--- src/rtl/simon_pkg.sv ---
// rtl/simon_pkg.sv - shared types and default sizes for the SIMON stream front end
// Contents:
//   SIMON_N, SIMON_M, SIMON_KW : default word size, key words, key-word counter width
//   sif_state_t                : front-end FSM state encoding
package simon_pkg;

    localparam int SIMON_N  = 16;
    localparam int SIMON_M  = 4;
    localparam int SIMON_KW = $clog2(SIMON_M);

    typedef enum logic [2:0] {
        IDLE    = 3'd0,
        ISSUE   = 3'd1,
        WAIT    = 3'd2,
        SEND_HI = 3'd3,
        SEND_LO = 3'd4,
        ACK     = 3'd5
    } sif_state_t;

endpackage

--- src/rtl/simon_stream_if_if.sv ---
// rtl/simon_stream_if_if.sv - bus bundle between system side, front end and SIMON round controller
// Signals:
//   in_*      : word-serial input stream (valid/ready)
//   out_*     : word-serial output stream (valid/ready)
//   newData, newKey, enc_dec, readData, plain, key : front end -> controller
//   ldKey, doneData, cipher                        : controller -> front end
// Modports:
//   slave  : the front end (simon_stream_if)
//   master : the environment (system bus source/sink plus round controller)
interface simon_stream_if_if #(
    parameter int N = 16,
    parameter int M = 4
);
    logic                  in_valid;
    logic                  in_ready;
    logic [N-1:0]          in_word;
    logic                  in_is_key;
    logic                  in_enc;
    logic                  out_valid;
    logic                  out_ready;
    logic [N-1:0]          out_word;
    logic                  newData;
    logic                  newKey;
    logic                  enc_dec;
    logic                  readData;
    logic [2*N-1:0]        plain;
    logic [M-1:0][N-1:0]   key;
    logic                  ldKey;
    logic                  doneData;
    logic [2*N-1:0]        cipher;

    modport slave (
        input  in_valid, in_word, in_is_key, in_enc, out_ready,
        input  ldKey, doneData, cipher,
        output in_ready, out_valid, out_word,
        output newData, newKey, enc_dec, readData, plain, key
    );

    modport master (
        output in_valid, in_word, in_is_key, in_enc, out_ready,
        output ldKey, doneData, cipher,
        input  in_ready, out_valid, out_word,
        input  newData, newKey, enc_dec, readData, plain, key
    );

endinterface

--- src/rtl/simon_word_sreg.sv ---
// rtl/simon_word_sreg.sv - word-at-a-time assembly register with slot counter and full pulse
// Ports:
//   clk, nR   : clock, asynchronous active-low reset
//   i_valid   : accept i_word this cycle
//   i_word    : N-bit word
//   o_full    : combinational pulse, high on the cycle the DEPTH-th word is accepted
//   o_next    : assembled vector including the word being accepted this cycle
// FIRST_HIGH=1 places the first word in the top slot (block order); 0 places it in slot 0 (key order).
module simon_word_sreg #(
    parameter int N          = 16,
    parameter int DEPTH      = 2,
    parameter int CW         = 1,
    parameter bit FIRST_HIGH = 1'b1
) (
    input  logic                      clk,
    input  logic                      nR,
    input  logic                      i_valid,
    input  logic [N-1:0]              i_word,
    output logic                      o_full,
    output logic [DEPTH-1:0][N-1:0]   o_next
);

    localparam logic [CW-1:0] LAST = CW'(DEPTH - 1);

    logic [DEPTH-1:0][N-1:0] r_data;
    logic [CW-1:0]           r_cnt;
    logic [CW-1:0]           w_slot;

    assign w_slot = FIRST_HIGH ? (LAST - r_cnt) : r_cnt;
    assign o_full = i_valid && (r_cnt == LAST);

    // Presenting the merged value lets the owner capture a complete vector
    // on the same edge the final word arrives.
    always_comb begin
        o_next         = r_data;
        o_next[w_slot] = i_word;
    end

    always_ff @(posedge clk or negedge nR) begin
        if (!nR) begin
            r_data <= '0;
            r_cnt  <= '0;
        end else if (i_valid) begin
            r_data <= o_next;
            r_cnt  <= o_full ? '0 : r_cnt + 1'b1;
        end
    end

endmodule

--- src/rtl/simon_stream_if.sv ---
// rtl/simon_stream_if.sv - word-serial front end for the SIMON round controller
// Ports:
//   clk  : system clock
//   nR   : asynchronous active-low reset, shared with the controller
//   bus  : simon_stream_if_if.slave - input/output word streams and controller handshake
// Key words assemble key[0]..key[M-1]; block words assemble plain hi then lo; the result
// streams out cipher hi then lo, followed by a readData handshake.
module simon_stream_if
    import simon_pkg::*;
#(
    parameter int N  = SIMON_N,
    parameter int M  = SIMON_M,
    parameter int KW = SIMON_KW
) (
    input  logic                 clk,
    input  logic                 nR,
    simon_stream_if_if.slave     bus
);

    sif_state_t           r_state;
    sif_state_t           w_state_nxt;

    logic                 r_key_pend;
    logic                 r_new_key;
    logic                 r_new_data;
    logic                 r_enc_dec;
    logic                 r_read_data;
    logic [2*N-1:0]       r_plain;
    logic [M-1:0][N-1:0]  r_key;
    logic [2*N-1:0]       r_obuf;

    logic                 w_accept;
    logic                 w_key_v;
    logic                 w_dat_v;
    logic                 w_key_full;
    logic                 w_dat_full;
    logic [M-1:0][N-1:0]  w_key_next;
    logic [1:0][N-1:0]    w_blk_next;

    assign w_accept = bus.in_valid && (r_state == IDLE);
    assign w_key_v  = w_accept && bus.in_is_key;
    assign w_dat_v  = w_accept && !bus.in_is_key;

    simon_word_sreg #(
        .N          (N),
        .DEPTH      (M),
        .CW         (KW),
        .FIRST_HIGH (1'b0)
    ) u_key_sreg (
        .clk     (clk),
        .nR      (nR),
        .i_valid (w_key_v),
        .i_word  (bus.in_word),
        .o_full  (w_key_full),
        .o_next  (w_key_next)
    );

    simon_word_sreg #(
        .N          (N),
        .DEPTH      (2),
        .CW         (1),
        .FIRST_HIGH (1'b1)
    ) u_blk_sreg (
        .clk     (clk),
        .nR      (nR),
        .i_valid (w_dat_v),
        .i_word  (bus.in_word),
        .o_full  (w_dat_full),
        .o_next  (w_blk_next)
    );

    always_ff @(posedge clk or negedge nR) begin
        if (!nR) begin
            r_state <= IDLE;
        end else begin
            r_state <= w_state_nxt;
        end
    end

    always_comb begin
        w_state_nxt = r_state;
        case (r_state)
            IDLE:    if (w_dat_full)     w_state_nxt = ISSUE;
            ISSUE:                       w_state_nxt = WAIT;
            WAIT:    if (bus.doneData)   w_state_nxt = SEND_HI;
            SEND_HI: if (bus.out_ready)  w_state_nxt = SEND_LO;
            SEND_LO: if (bus.out_ready)  w_state_nxt = ACK;
            ACK:     if (!bus.doneData)  w_state_nxt = IDLE;
            default:                     w_state_nxt = IDLE;
        endcase
    end

    // Assembled key/block are copied into holding registers only when complete,
    // so a partially loaded next key never disturbs what the controller sees.
    // Clears are written before sets so a completion always wins.
    always_ff @(posedge clk or negedge nR) begin
        if (!nR) begin
            r_key_pend  <= 1'b0;
            r_new_key   <= 1'b0;
            r_new_data  <= 1'b0;
            r_enc_dec   <= 1'b0;
            r_read_data <= 1'b0;
            r_plain     <= '0;
            r_key       <= '0;
            r_obuf      <= '0;
        end else begin
            if (r_new_key && bus.ldKey) begin
                r_new_key  <= 1'b0;
                r_key_pend <= 1'b0;
            end
            if (r_new_data && bus.doneData) begin
                r_new_data <= 1'b0;
            end

            if (w_key_full) begin
                r_key      <= w_key_next;
                r_key_pend <= 1'b1;
            end
            if (w_dat_full) begin
                r_plain    <= w_blk_next;
                r_enc_dec  <= bus.in_enc;
                r_new_data <= 1'b1;
                r_new_key  <= r_key_pend;
            end

            if (r_state == WAIT && bus.doneData) begin
                r_obuf <= bus.cipher;
            end

            if (r_state == SEND_LO && bus.out_ready) begin
                r_read_data <= 1'b1;
            end else if (r_state == ACK && !bus.doneData) begin
                r_read_data <= 1'b0;
            end
        end
    end

    assign bus.in_ready  = (r_state == IDLE);
    assign bus.out_valid = (r_state == SEND_HI) || (r_state == SEND_LO);
    assign bus.out_word  = (r_state == SEND_HI) ? r_obuf[2*N-1:N] :
                           (r_state == SEND_LO) ? r_obuf[N-1:0]   : '0;
    assign bus.newData   = r_new_data;
    assign bus.newKey    = r_new_key;
    assign bus.enc_dec   = r_enc_dec;
    assign bus.readData  = r_read_data;
    assign bus.plain     = r_plain;
    assign bus.key       = r_key;

endmodule
--- src/flat_wrapper.sv ---
// flat-port wrapper written by rule: the top's interface ports become plain ports
module simon_stream_if_flat import simon_pkg::*;
#(
    parameter int N  = SIMON_N,
    parameter int M  = SIMON_M,
    parameter int KW = SIMON_KW
)
  (clk, nR, bus_in_valid, bus_in_word, bus_in_is_key, bus_in_enc, bus_out_ready, bus_ldKey, bus_doneData, bus_cipher, bus_in_ready, bus_out_valid, bus_out_word, bus_newData, bus_newKey, bus_enc_dec, bus_readData, bus_plain, bus_key);
  simon_stream_if_if #(.N(N), .M(M)) bus_i ();
  input  logic clk;
  input  logic nR;
  input wire logic [$bits(bus_i.in_valid)-1:0] bus_in_valid;
  input wire logic [$bits(bus_i.in_word)-1:0] bus_in_word;
  input wire logic [$bits(bus_i.in_is_key)-1:0] bus_in_is_key;
  input wire logic [$bits(bus_i.in_enc)-1:0] bus_in_enc;
  input wire logic [$bits(bus_i.out_ready)-1:0] bus_out_ready;
  input wire logic [$bits(bus_i.ldKey)-1:0] bus_ldKey;
  input wire logic [$bits(bus_i.doneData)-1:0] bus_doneData;
  input wire logic [$bits(bus_i.cipher)-1:0] bus_cipher;
  output wire logic [$bits(bus_i.in_ready)-1:0] bus_in_ready;
  output wire logic [$bits(bus_i.out_valid)-1:0] bus_out_valid;
  output wire logic [$bits(bus_i.out_word)-1:0] bus_out_word;
  output wire logic [$bits(bus_i.newData)-1:0] bus_newData;
  output wire logic [$bits(bus_i.newKey)-1:0] bus_newKey;
  output wire logic [$bits(bus_i.enc_dec)-1:0] bus_enc_dec;
  output wire logic [$bits(bus_i.readData)-1:0] bus_readData;
  output wire logic [$bits(bus_i.plain)-1:0] bus_plain;
  output wire logic [$bits(bus_i.key)-1:0] bus_key;
  assign bus_i.in_valid = bus_in_valid;
  assign bus_i.in_word = bus_in_word;
  assign bus_i.in_is_key = bus_in_is_key;
  assign bus_i.in_enc = bus_in_enc;
  assign bus_i.out_ready = bus_out_ready;
  assign bus_i.ldKey = bus_ldKey;
  assign bus_i.doneData = bus_doneData;
  assign bus_i.cipher = bus_cipher;
  assign bus_in_ready = bus_i.in_ready;
  assign bus_out_valid = bus_i.out_valid;
  assign bus_out_word = bus_i.out_word;
  assign bus_newData = bus_i.newData;
  assign bus_newKey = bus_i.newKey;
  assign bus_enc_dec = bus_i.enc_dec;
  assign bus_readData = bus_i.readData;
  assign bus_plain = bus_i.plain;
  assign bus_key = bus_i.key;
  simon_stream_if #(.N(N), .M(M), .KW(KW)) u_core (.clk(clk), .nR(nR), .bus(bus_i));
endmodule
--- config.mk ---
export PLATFORM = sky130hd
export DESIGN_NAME = simon_stream_if_flat
export DESIGN_NICKNAME = d
export VERILOG_FILES = /design/src/rtl/simon_pkg.sv /design/src/rtl/simon_stream_if_if.sv /design/src/rtl/simon_word_sreg.sv /design/src/rtl/simon_stream_if.sv /design/src/flat_wrapper.sv
export SDC_FILE = /design/constraint.sdc
export NUM_CORES = 1
export LEC_CHECK = 0
export ABC_CLOCK_PERIOD_IN_PS = 1900
export CORE_MARGIN = 5
export CORE_UTILIZATION = 46
export DETAILED_ROUTE_END_ITERATION = 8
export PLACE_DENSITY_LB_ADDON = 0.25
export SLEW_MARGIN = 30
export SYNTH_ARGS = -nofsm -noshare
export SYNTH_HDL_FRONTEND = slang
export SYNTH_SLANG_ARGS = --single-unit
--- constraint.sdc ---
create_clock -name clk -period 1.9 [get_ports clk]
set_input_delay 0.38 -clock clk [delete_from_list [all_inputs] [get_ports clk]]
set_output_delay 0.38 -clock clk [all_outputs]
set_load 0.01 [all_outputs]
==> flow_summary.ini, run 1 <==
[grt]
grt_busiest_layer = met2
use_met3 = 0.0318
grt_max_degree = 60
grt_use_total = 0.186
use_met1 = 0.243
grt_overflow_total = 0
first_global_vias = 5767
grt_pass1_wl_mm = 32.3
gr-usage-met2 = 0.321
antenna_found_initial = 0

[power]
p_leak_nw = 5.44
p_sw_frac = 0.297
ir_worst_vdd_mv = 0.820
seqPwrFrac = 0.391
p_switching_mw = 5.81
clkPwrFrac = 0.212
cellPowerDensity_mw_per_mm2 = 1640
internal_power_mw = 13.7
pwr-share-comb = 0.397

[floorplanning]
start_util = 0.469
ios = 174
num_rows = 49
die_width_um = 146
dieArea_sq_mm = 0.0213
coreArea_sq_mm = 0.0181
die_height_um = 146

[sta]
drv_slew = 0
worst_slew_pin_slew_ns = 0.522
finalHoldViolations = 0
clock_skew_ns = 0.0109
slew_headroom = 0.652
finalCriticalPeriod_ns = 2.00
max_freq_mhz = 501
setup_ws_ns = -0.0978
rsz0062_at_grt = yes
setup_viol = 16
finalCritPeriodShare = 1.05
hold_ws_ns = 0.428

[route]
routed_via_density = 5.27
drcViolationCount = 0
drtAntennaViolNets = 0
first_iter_violations = 230
wire_per_inst_um = 21.0
drt-pass1-iter-count = 6
vias = 5332
routed_wl_mm = 21.2

[cts]
clockRootBuffer = clkbuf_16
cts_buffers = 22
clockBufferDepth = 3
cts_tree = yes
clk_latency_ns = 0.49
clk_pin_slew_worst_paths_ns = 0.06
cts-htree-levels = 1
cts.sinks = 203

[logic_synthesis]
synth.most_common_cell = mux2_2
synth_top_cell_by_area = dfrtp_1
netlist.area_leader.share = 0.598
ys_types = 27
ys_warn_count = 0
syn-num-nets = 615
synthTopCellsByArea = dfrtp_1, mux2_2, a22o_1, clkbuf_1, buf_2
synthArstFlopShare = 1.00
synthesis.area_sq_mm = 0.00849
yosys_register_bits = 203
ys_top_cells_by_count = mux2_2, dfrtp_1, clkbuf_1
yosysSeqAreaShare = 0.598
synth.avg_cell_area_sq_um = 15.3
synth_edf_count = 0
synthCells = 555
synthFlopType = dfrtp_1

[placed_design]
dpl.hpwl_mm = 13.9
dpl.cell_count = 954
port_buffers = 173
routabilityCongestion = 0.821
place_area_sq_mm = 0.0108

[final_layout]
fin_area_sq_mm = 0.0119
post-route-util = 0.657
diodes = 0
area_growth_pct = 39.9
final_cell_count_no_fill = 1012
drive_gt1_frac = 0.471
num-nets-final = 828

[critical_path]
crit_family = buffers and inverters
r2r_cells = 8
crit_type = flop to primary output
crit_path_max_incr_delay_ns = 0.41
path_buf_inv = 3
cp.depth = 5
cp.arrival_ns = 1.62
crit_path_end_kind = primary output
required_ns = 1.52
crit_chain = buf_4 -> nor2_4 -> buf_6 -> a22o_1 -> buf_2
critPathSlowestCell = dfrtp_1
cp_max_fo = 8
cp-start-kind = flop

[outcome]
status = finished with violations
failed_checks = negative setup slack

[job]
drv_cap = 0

[worst_hold_path]
hold_class = input pin to asynchronous set/reset pin
## stage by stage
step,power [mW],worst slack (ns),TNS (ns)
6_report,19.5,-0.0978,-1.19
5_1_grt,20.6,-0.174,-5.03
4_1_cts,19.5,-0.103,-3.35
3_5_place_dp,15.3,-0.0570,-2.18
3_3_place_gp,14.9,-0.0236,-0.822
2_1_floorplan,11.4,0.00652,0
## cells by family after synthesis
| kind of cell | Yosys count | share of synthesized area |
|---|---|---|
| adders and majority gates | 4 | 0.00589 |
| muxes | 245 | 0.325 |
| and+or+nand+nor | 24 | 0.0200 |
| AOI/OAI and AO/OA | 26 | 0.0240 |
| xor gates and xnor gates | 1 | 0.00103 |
| buffers and inverters | 52 | 0.0259 |
| DFF | 203 | 0.598 |
## per-layer routing
| layer | routed length (um) | share of wire |
|---|---|---|
| met4 | 469 | 0.022 |
| met1 | 9280 | 0.44 |
| met5 | 0 | 0 |
| met3 | 901 | 0.042 |
| met2 | 10600 | 0.50 |
## flip-flops by register name (all words and copies together), names as in the netlist
name                      flops
u_core.r_obuf                32
u_core.bus.newKey             1
u_core.u_blk_sreg.r_cnt       1
u_core.bus.key               64
u_core.bus.newData            1
u_core.u_blk_sreg.r_data     16
u_core.r_state                3
u_core.u_key_sreg.r_cnt       2
u_core.u_key_sreg.r_data     48
u_core.bus.plain             32
u_core.r_key_pend             1
u_core.bus.enc_dec            1
u_core.bus.readData           1
## placed cells by master, fill, tap and decap left out, types with 2 or more instances in the layout
cell type	Yosys	layout
a22o_1	16	16
a31oi_1	2	2
buf_12	0	16
buf_16	0	2
buf_2	20	18
buf_4	0	32
buf_6	0	6
clkbuf_1	27	4
clkbuf_16	0	29
clkbuf_8	0	7
clkdlybuf4s50_1	0	154
clkinv_2	0	4
dfrtp_1	203	202
ha_1	4	4
inv_1	4	4
mux2_1	7	3
mux2_2	237	237
mux2_4	0	4
nand2_1	6	6
nand4_4	0	3
nor2_1	3	2
nor2b_1	5	5
o21ai_0	4	4
## final cells by class
| type | count | area [sq um] |
|---|---|---|
| multi-input cells | 300 | 3260 |
| clock inverters | 6 | 43.8 |
| clock buffers | 33 | 673 |
| repair buffers | 237 | 2520 |
| well taps | 229 | 287 |
| inverters | 4 | 15.0 |
| flip-flops and latches | 203 | 5080 |
| fillers | 1257 | 6210 |
## worst paths after layout
check | startpoint | endpoint | slack [ns]
min in group clk | u_core.bus.key[7] | u_core.bus.key[7] | 0.50
setup reg to reg | u_core.r_state[1] | u_core.bus.key[31] | 0.01
hold / removal | nR | u_core.bus.plain[24] | 0.43
hold reg to reg | u_core.bus.key[7] | u_core.bus.key[7] | 0.50
setup / recovery | u_core.r_state[0] | bus_out_word[5] | -0.1
max in group asynchronous | nR | u_core.u_key_sreg.r_data[8] | 0.76
## power groups by stage
stage          sequential [mW]  combinational (mW)  clock, mW
4_1_cts                   7.60                7.70       4.23
5_1_grt                   7.85                8.30       4.41
3_3_place_gp              7.53                7.41          0
3_5_place_dp              7.64                7.62          0
6_report                  7.63                7.76       4.14
2_1_floorplan             7.72                3.64          0
## repair_timing
action	CTS	global route
endpoints found under the hold margin	54	0
hold buffers	1	0
resized for setup	84	8
buffers inserted	3	3
setup endpoints to repair	20	179
pin swaps	5	5
gates cloned	3	9
Power figures use the tool's default switching activity.
==> run 2: changes to the inputs <==
Settings changed: CORE_ASPECT_RATIO set to 0.9.
==> flow_summary.ini, run 2 (synthesis results as in run 1) <==
[critical_path]
crit_start = u_core.r_state[1]
critPathSlowestCell = dfrtp_1
cp.arrival_ns = 1.66
crit_type = flop to primary output
endpoint = bus_out_word[1]
crit_path_end_kind = primary output
r2r_cells = 7
crit_chain = nand2b_4 -> nor2_4 -> buf_6 -> buf_8 -> a22o_1 -> buf_2
crit_family = flip-flops
path_buf_inv = 3
required_ns = 1.52
r2r_start = u_core.r_state[2]
cp_max_fo = 7
cp.depth = 6
r2r_setup_slack_ns = 0.07
regToRegEndpoint = u_core.bus.key[30]
crit_path_max_incr_delay_ns = 0.41
cp-start-kind = flop

[sta]
setup_ws_ns = -0.138
clock_skew_ns = 0.0158
worst_slew_pin_slew_ns = 0.407
slew_headroom = 0.728
drv_slew = 0
finalHoldViolations = 0
finalCritPeriodShare = 1.07
finalCriticalPeriod_ns = 2.04
max_freq_mhz = 491
setup_viol = 16
rsz0062_at_grt = yes

[route]
vias = 5262
wire_per_inst_um = 19.6
first_iter_violations = 121
drcViolationCount = 0
drtAntennaViolNets = 0
routed_wl_mm = 20.1
routed_via_density = 5.12
drt-pass1-iter-count = 6

[cts]
clk_latency_ns = 0.50
clk_pin_slew_worst_paths_ns = 0.06
cts_buffers = 21
cts-htree-levels = 1
cts_tree = yes
clockRootBuffer = clkbuf_16
cts.sinks = 203
clockBufferDepth = 3

[floorplanning]
num_rows = 47
start_util = 0.464
die_width_um = 153
coreArea_sq_mm = 0.0183
dieArea_sq_mm = 0.0213
die_height_um = 139
ios = 174

[final_layout]
fin_area_sq_mm = 0.0117
post-route-util = 0.640
diodes = 0
mostFrequentLayoutCell = mux2_2
register_area_sq_mm = 0.00508
area_growth_pct = 37.8
drive_gt1_frac = 0.465
num-nets-final = 830
fillers = 1401
multi_input_area_sq_mm = 0.00323
final_cell_count_no_fill = 1028
layout_common_cells = mux2_2, dfrtp_1, clkdlybuf4s50_1, buf_4, clkbuf_16
largest_reg_flops = 64

[power]
p_leak_nw = 5.34
cellPowerDensity_mw_per_mm2 = 1640
pwr-share-comb = 0.402
p_sw_frac = 0.292
internal_power_mw = 13.6
clkPwrFrac = 0.207
seqPwrFrac = 0.392
ir_worst_vdd_mv = 1.04
p_switching_mw = 5.62

[outcome]
failed_checks = negative setup slack
status = finished with violations

[placed_design]
port_buffers = 173
place_area_sq_mm = 0.0108
dpl.cell_count = 974
dpl.hpwl_mm = 13.6
place_ws_ns = -0.0837
routabilityCongestion = 0.771

[grt]
antenna_found_initial = 0
grt_pass1_wl_mm = 31.9
grt_overflow_total = 0
first_global_vias = 5852
grt_max_degree = 58
grt_use_total = 0.184

[job]
drv_cap = 0

[worst_hold_path]
hold_class = input pin to asynchronous set/reset pin
-- run 2: changes by cell type in the layout (fill, tap and decap cells not counted), moves of 3 or more --
cell and delta:
mux2_4 -4, clkbuf_16 -6, buf_12 -3, mux2_1 +4, clkbuf_1 +3, buf_4 +11, clkbuf_8 -5
-- run 2: area by class of cell --
| class | instances | share of cell area |
|---|---|---|
| clock buffer | 29 | 0.0483 |
| clock inverter | 7 | 0.00781 |
| inverter | 4 | 0.00128 |
| multi-input combinational | 300 | 0.276 |
| sequential | 203 | 0.434 |
| tap | 245 | 0.0262 |
| timing repair buffer | 240 | 0.206 |
-- run 2: metrics by stage --
stage	power (mW)	setup TNS, ns	hold slack [ns]
floorplan	11.4	0	0.0844
global placement	14.8	-0.296	0.333
detailed placement	15.2	-1.26	0.336
CTS	19.3	-2.76	0.389
global route	20.3	-3.47	0.414
finish	19.2	-2.01	0.394
-- run 2: worst min-delay path by stage --
stage | slack, ns | startpoint | cells past startpoint | endpoint
after floorplan | 0.08 | nR | 0 | u_core.bus.enc_dec
after global placement | 0.33 | nR | 1 | u_core.r_obuf[20]
after detailed placement | 0.34 | nR | 1 | u_core.r_obuf[4]
after CTS | 0.39 | nR | 2 | u_core.r_obuf[16]
after global routing | 0.41 | nR | 2 | u_core.r_obuf[4]
final | 0.39 | nR | 2 | u_core.r_obuf[20]
-- run 2: per-layer routing --
metal  global-route usage  part of all wire  wire, um
met1                0.238              0.43      8690
met3               0.0521             0.057      1150
met4               0.0422             0.019       389
met5                    0                 0         0
met2                0.312              0.49      9900
-- run 2: timing repair --
action / in CTS / in global routing
endpoints found under the hold margin: 41 / 0
setup buffers: 7 / 7
hold buffers: 1 / 0
pin swaps: 16 / 5
endpoints found under the setup margin: 18 / 79
gates resized for setup: 85 / 7
gates cloned: 2 / 3
-- run 2: power groups by stage --
stage / clock network (mW) / logic, mW / registers [mW]
6_report: 3.97 / 7.73 / 7.53
5_1_grt: 4.24 / 8.29 / 7.79
4_1_cts: 4.07 / 7.70 / 7.53
3_5_place_dp: 0 / 7.58 / 7.58
3_3_place_gp: 0 / 7.39 / 7.44
2_1_floorplan: 0 / 3.64 / 7.72
